$ cat src/rtl/uart8_receiver.sv
// rtl/uart8_receiver.sv - 8N1 UART receiver with oversampled bit decisions.
// Define UART_RX_MAJORITY_VOTE_EN for a 2-of-3 vote around each sample point.
module uart8_receiver #(
  parameter int OVERSAMPLE = 16
) (
  input  logic       clk,
  input  logic       rst_n,
  input  logic       en,
  input  logic       rxIn,
  output logic [7:0] rxOut,
  output logic       busy,
  output logic       done,
  output logic       err
);

  localparam int CW = $clog2(OVERSAMPLE);
  localparam logic [CW-1:0] LAST_CNT = CW'(OVERSAMPLE - 1);
`ifdef UART_RX_MAJORITY_VOTE_EN
  localparam logic [CW-1:0] START_PT = CW'(OVERSAMPLE / 2);
`else
  localparam logic [CW-1:0] START_PT = CW'(OVERSAMPLE / 2 - 1);
`endif

  typedef enum logic [2:0] {
    IDLE,
    START_BIT,
    DATA_BITS,
    STOP_BIT,
    WAIT_IDLE
  } state_t;

  state_t          r_state;
  logic            r_sync1;
  logic            r_sync2;
  logic [CW-1:0]   r_cnt;
  logic [2:0]      r_bit_idx;
  logic [7:0]      r_shift;
  logic            w_rxs;
  logic            w_bit;

  assign w_rxs = r_sync2;

  always_ff @(posedge clk or negedge rst_n) begin
    if (!rst_n) begin
      r_sync1 <= 1'b1;
      r_sync2 <= 1'b1;
    end else begin
      r_sync1 <= rxIn;
      r_sync2 <= r_sync1;
    end
  end

`ifdef UART_RX_MAJORITY_VOTE_EN
  // r_hist holds rxs from the two previous clocks, so the vote taken at
  // mid+1 covers mid-1, mid and mid+1.
  logic [1:0] r_hist;

  always_ff @(posedge clk or negedge rst_n) begin
    if (!rst_n) begin
      r_hist <= 2'b11;
    end else begin
      r_hist <= {r_hist[0], w_rxs};
    end
  end

  assign w_bit = (w_rxs & r_hist[0]) | (w_rxs & r_hist[1]) | (r_hist[0] & r_hist[1]);
`else
  assign w_bit = w_rxs;
`endif

  always_ff @(posedge clk or negedge rst_n) begin
    if (!rst_n) begin
      r_state   <= IDLE;
      r_cnt     <= '0;
      r_bit_idx <= '0;
      r_shift   <= '0;
      rxOut     <= '0;
      busy      <= 1'b0;
      done      <= 1'b0;
      err       <= 1'b0;
    end else if (!en) begin
      r_state   <= IDLE;
      r_cnt     <= '0;
      r_bit_idx <= '0;
      busy      <= 1'b0;
      done      <= 1'b0;
    end else begin
      done <= 1'b0;
      case (r_state)
        IDLE: begin
          r_cnt <= '0;
          busy  <= 1'b0;
          if (!w_rxs) begin
            r_state <= START_BIT;
            busy    <= 1'b1;
          end
        end
        START_BIT: begin
          if (r_cnt == START_PT) begin
            r_cnt <= '0;
            if (w_bit) begin
              r_state <= IDLE;
              busy    <= 1'b0;
            end else begin
              r_bit_idx <= '0;
              r_state   <= DATA_BITS;
            end
          end else begin
            r_cnt <= r_cnt + CW'(1);
          end
        end
        DATA_BITS: begin
          if (r_cnt == LAST_CNT) begin
            r_cnt     <= '0;
            r_shift   <= {w_bit, r_shift[7:1]};
            r_bit_idx <= r_bit_idx + 3'd1;
            if (r_bit_idx == 3'd7) r_state <= STOP_BIT;
          end else begin
            r_cnt <= r_cnt + CW'(1);
          end
        end
        STOP_BIT: begin
          if (r_cnt == LAST_CNT) begin
            r_cnt <= '0;
            done  <= 1'b1;
            if (w_bit) begin
              rxOut   <= r_shift;
              err     <= 1'b0;
              busy    <= 1'b0;
              r_state <= IDLE;
            end else begin
              err     <= 1'b1;
              r_state <= WAIT_IDLE;
            end
          end else begin
            r_cnt <= r_cnt + CW'(1);
          end
        end
        WAIT_IDLE: begin
          // A held-low line (break) must not look like a fresh start bit.
          if (w_rxs) begin
            r_state <= IDLE;
            busy    <= 1'b0;
          end
        end
        default: begin
          r_state <= IDLE;
          busy    <= 1'b0;
        end
      endcase
    end
  end

endmodule

$ cat config.mk
export PLATFORM = sky130hd
export DESIGN_NAME = uart8_receiver
export DESIGN_NICKNAME = d
export VERILOG_FILES = /design/src/rtl/uart8_receiver.sv
export SDC_FILE = /design/constraint.sdc
export NUM_CORES = 1
export LEC_CHECK = 0
export CORE_AREA = 2 2 54 56
export DETAILED_ROUTE_END_ITERATION = 8
export DIE_AREA = 0 0 56 58
export PLACE_DENSITY_LB_ADDON = 0.2
export SETUP_SLACK_MARGIN = 0.05
export SLEW_MARGIN = 20
export SYNTH_ARGS = -nofsm -noshare
export SYNTH_HDL_FRONTEND = slang
export SYNTH_SLANG_ARGS = --single-unit
export TNS_END_PERCENT = 30
$ cat constraint.sdc
create_clock -name clk -period 4.8 [get_ports clk]
set_input_delay 0.48 -clock clk [delete_from_list [all_inputs] [get_ports clk]]
set_output_delay 0.48 -clock clk [all_outputs]
set_load 0.02 [all_outputs]
After elaboration in Yosys (flattened, before gate mapping):

Index checks and enable logic that the tools add are counted.

* flip-flop bits (word level): 31
* latch bits: 0
* memory bits (writable): 0
* memory bits (read-only): 0
* input bits: 4
* output and inout bits: 11
* word-level logic and storage cells: 65
* memories kept: 0

* add/sub/neg operators: 2
* multiply operators: 0
* div/mod/pow operators: 0
* order comparisons: 0
* equality and inequality tests: 17
* shifts and indexed selects: 0
* multiplexer cells: 28
* bitwise gates (word level): 0
* reductions and logical operators: 8

Operator list (number)
* $mux W3: 12
* $ne A3 B3 Y1 const B: 7
* $pmux W3 S5: 1
* $mux W4: 3
* $pmux W4 S3: 1
* $reduce_and A3 Y1: 3
* $mux W1: 8
* $reduce_and A4 Y1: 2
* $eq A3 B2 Y1 const B: 2
* $eq A3 B3 Y1 const B: 2
* $pmux W3 S2: 1
* $reduce_and A6 Y1: 1
* $pmux W1 S5: 1
* $add A4 B1 Y4 const B: 1
* $eq A4 B3 Y1 const B: 1
* $eq A4 B4 Y1 const B: 1
* $ne A4 B2 Y1 const B: 1
* $add A3 B1 Y3 const B: 1
* $eq A3 B1 Y1 const B: 1
* $logic_not A3 Y1: 1
* $ne A3 B1 Y1 const B: 1
* $mux W2: 1
* $ne A2 B2 Y1 const B: 1
* $reduce_or A2 Y1: 1

Logic depth before layout (Yosys ltp):

* depth in word-level cells: 5
* mapped depth: 5
* depth with buffers taken out: 4

Worst setup path after synthesis:

No wires, ideal clock.

* path kind: register to register
* from: reg r_cnt[0]
* to: reg r_shift[0]
* setup time: 0.125 ns
* data arrival time: 1.516 ns
* required time: 4.675 ns
* path slack: 3.159 ns
* stages on the path, launching flop included: 6
* buffers on the path: 1
* clock period less this slack: 1.641 ns
* cell sequence: dfrtp_1 > ha_1 > clkbuf_1 > and3_1 > nand2_1 > mux2_2

* cells in the longest elaborated chain, start to end: 2

Ends and longest elaborated chain
* start: declaration: line 35 `logic [CW-1:0] r_cnt;`
* start signal: assignment: line 109 `r_cnt <= r_cnt + CW'(1);`
* start signal: assignment: line 119 `r_cnt <= r_cnt + CW'(1);`
* start signal: assignment: line 136 `r_cnt <= r_cnt + CW'(1);`
* $eq A4 B4 Y1: line 113 `if (r_cnt == LAST_CNT) begin`
* $reduce_and A3 Y1 (no source line)
* end signal: assignment: line 115 `r_shift <= {w_bit, r_shift[7:1]};`
* end: declaration: line 37 `logic [7:0] r_shift;`

Every way passes these cells.
A chain may end at the register's enable or synchronous reset.

Final worst setup path:

* from: in en
* to: reg r_shift[5]

* cells in the longest elaborated chain, start to end: 1

Ends and longest elaborated chain
* start: declaration: line 8 `input logic en,`
* $reduce_and A3 Y1 (no source line)

Every way passes these cells.

==> qor.yml <==
sta:
  min_period_ns: 2.02
  hold_viol_final: 0
  relSlewSlack_pct: 64.8
  clock.fmax_ghz: 0.496
  grt_setup_unrepaired: "no"
  setup_viol: 0
  fin_ws_ns: 2.78
  period_share_pct: 42.0
  finClkSkew_ns: 0.00875
  setup_tns_ns: 0
  worst_slew_pin_slew_ns: 0.528
  drv_slew: 0
route:
  wire_per_inst_um: 15.6
  vias_per_cell: 5.94
  drt_iter0_markers: 41
  drtAntennaViolNets: 0
  wirelength_um: 2690
  drcViolationCount: 0
  detail_route.first_pass.iterations: 4
  vias: 1022
status:
  status: "completed"
final_layout:
  n_antenna_cell: 0
  multi_input_area_um2: 664
  seq_area_um2: 778
  final_layout_size_suffix_gt1_share_pct: 24.1
  area_growth_pct: 14.5
  fin_area_um2: 1710
  num-fill-cells: 201
  fin_nets: 147
critical_path:
  reg2reg_to: "r_bit_idx[2]"
  crit-reg2reg-launch: "r_state[1]"
  cpLargestDelayFamily: "simple AND/OR/NAND/NOR gates"
  critPathMaxStageDelay_ns: 0.66
  start_kind: "input pin"
  rrSetupSlack_ns: 2.97
  rr_worst_depth: 3
  worst_ep_required_time_ns: 5.02
  worstPathMaxFanout: 17
  timing.critical_path.buf_inv: 1
  endpoint_kind: "flop"
  crit_chain: "clkdlybuf4s50_1 -> and4bb_2 -> nand2_1 -> mux2_2"
  slowest_stage: "clkdlybuf4s50_1"
  criticalPathCategory: "in -> reg"
  arrival_ns: 2.23
die:
  coreArea_um2: 2660
  die_w_um: 56
  die-area_um2: 3250
  initial_core_util_pct: 56.1
  ios: 15
  rows: 19
  die_height_um: 58
power:
  p_switching_mw: 0.111
  swShare_pct: 23.4
  total_power_mw: 0.476
  intPower_mw: 0.364
  power_density_nw_per_um2: 278
  seq_power_share_pct: 57.0
  ir_drop_mv: 0.249
  combPwrFrac_pct: 5.9
  p_clk_share_pct: 37.1
  leakage_nw: 0.777
synth:
  ys_seq_area_share_pct: 52.1
  synth_edf_count: 0
  synth_top_cell_by_area: "dfrtp_1"
  yosys_most_used_dff: "dfrtp_1"
  netlist.area_leader.share_pct: 48.6
  synthArstFlopShare_pct: 100
  synth_area_leaders: "dfrtp_1 49%, mux2_2 12%, dfstp_2 3.5%"
  ys_types: 41
  synth_area_um2: 1490
  syn-num-nets: 134
  ys_warn_count: 0
  syn_inst: 127
  ys_ff_latch: 31
  syn_avg_cell_area_um2: 11.8
grt:
  grt_pass1_wl_um: 4570
  antenna_found_initial: 0
  grt-ovfl-total: 0
  grt_pass1_vias: 1022
  grt_max_degree: 32
  track_usage_pct: 18.5
clock_tree:
  ctsHoldBuffers: 0
  cts-htree-levels: 2
  cts_buffers: 5
  cts_resized: 0
  cts-root-buf: "clkbuf_4"
  cts_sinks: 31
  clock_latency_ns: 0.33
  post_cts_buffers: 0
  clk_pin_slew_worst_paths_ns: 0.10
  cts_tree: "built"
  cts_buffer_depth: 2
min_path:
  hp-start: "r_sync1"
  worstHoldPathCells: 0
  hold_class: "reg -> reg"
  holdPathEnd: "r_sync2"
place:
  hpwl_um: 1840
  numPortBuffers: 14
  place_ws_ns: 2.44
  place.gp.congestion: 0.869
  placed_cell_area_um2: 1640
job:
  cap_viol_max_count: 0
==> placed cells by master, fill, tap and decap left out, types with 2 or more instances in the layout <==
cell type         n
nand4b_1          2
inv_1             2
nand3_1           3
nand2_1          14
a32oi_1           2
clkbuf_8          2
clkbuf_4          5
a31oi_1           2
ha_1              3
mux2_2           16
nor3b_1           2
or3b_2            2
nor2_1            2
and2_1            3
o21ai_0           6
dfstp_2           2
nand3b_1          2
nor2b_1           4
mux2i_1           3
clkdlybuf4s50_1  14
dfrtp_1          29
==> per-layer routing <==
layer	GRT usage, %	part of all wire, %
met4	8.16	1.9
met5	0	0
met1	21.6	46
met2	31.9	48
met3	5.13	4.0
==> flip-flops by register name (all words and copies together) (netlist names) <==
name,cells
r_shift,8
r_bit_idx,3
r_cnt,4
rxOut,8
err,1
done,1
r_sync1,1
busy,1
r_state,3
r_sync2,1
==> worst register-to-register path, cell delays in order (launching register included) <==
cell and delay (ns):
dfrtp_1 0.59, or4b_4 0.63, a211oi_4 0.33, mux2i_1 0.22
==> Yosys cell counts, types with 2 or more instances <==
master / number
clkbuf_1: 6
nand4b_1: 2
dfstp_2: 2
nand2_1: 14
o21ai_0: 6
ha_1: 3
nor2_1: 2
nand3_1: 3
nor2b_1: 4
and2_1: 3
or3b_2: 2
inv_1: 2
mux2i_1: 3
nand3b_1: 2
nor3b_1: 2
a31oi_1: 2
a32oi_1: 2
dfrtp_1: 29
mux2_2: 16
==> worst max-delay path by stage <==
stage | end | slack [ns] | depth (start not counted) | startpoint
after global routing | r_shift[7] | 2.66 | 4 | en
after global placement | r_shift[0] | 2.47 | 4 | en
final | r_shift[5] | 2.78 | 4 | en
after detailed placement | r_shift[5] | 2.44 | 4 | en
after floorplan | r_shift[0] | 3.16 | 5 | r_cnt[0]
after CTS | r_shift[5] | 2.79 | 4 | en
==> logic make-up after synthesis <==
logic type	Yosys count	share of synthesized area [%]
AO/OA/AOI/OAI	19	9.56
buffers and inverters	11	3.35
flip-flops	31	52.1
AND/OR/NAND/NOR	42	17.2
XOR/XNOR	2	1.17
multiplexers	19	14.1
adder cells (fa/ha/maj)	3	2.51
==> layout make-up <==
type                            count  share of cell area (%)
Sequential cell                    31                    45.5
Multi-Input combinational cell     85                    38.9
Timing Repair Buffer               15                    8.64
Clock buffer                        7                    3.81
Tap cell                           31                    2.27
Clock inverter                      1                   0.439
Inverter                            2                   0.439
==> power by group through the flow <==
| stage | sequential (mW) | clock, mW | combinational (mW) |
|---|---|---|---|
| 2_1_floorplan | 0.275 | 0 | 0.0164 |
| 3_3_place_gp | 0.276 | 0 | 0.0281 |
| 3_5_place_dp | 0.276 | 0 | 0.0287 |
| 4_1_cts | 0.271 | 0.181 | 0.0288 |
| 5_1_grt | 0.272 | 0.193 | 0.0316 |
| 6_report | 0.271 | 0.176 | 0.0283 |
==> stage by stage <==
step	hold slack [ns]	utilization [%]	std cells
after CTS	0.369	64.2	172
after global routing	0.372	64.2	172
final	0.366	64.2	172
after detailed placement	0.354	61.5	164
after global placement	0.346	61.5	164
after floorplan	0.184	-	127
Note: power is estimated with default switching activity, not from simulation.
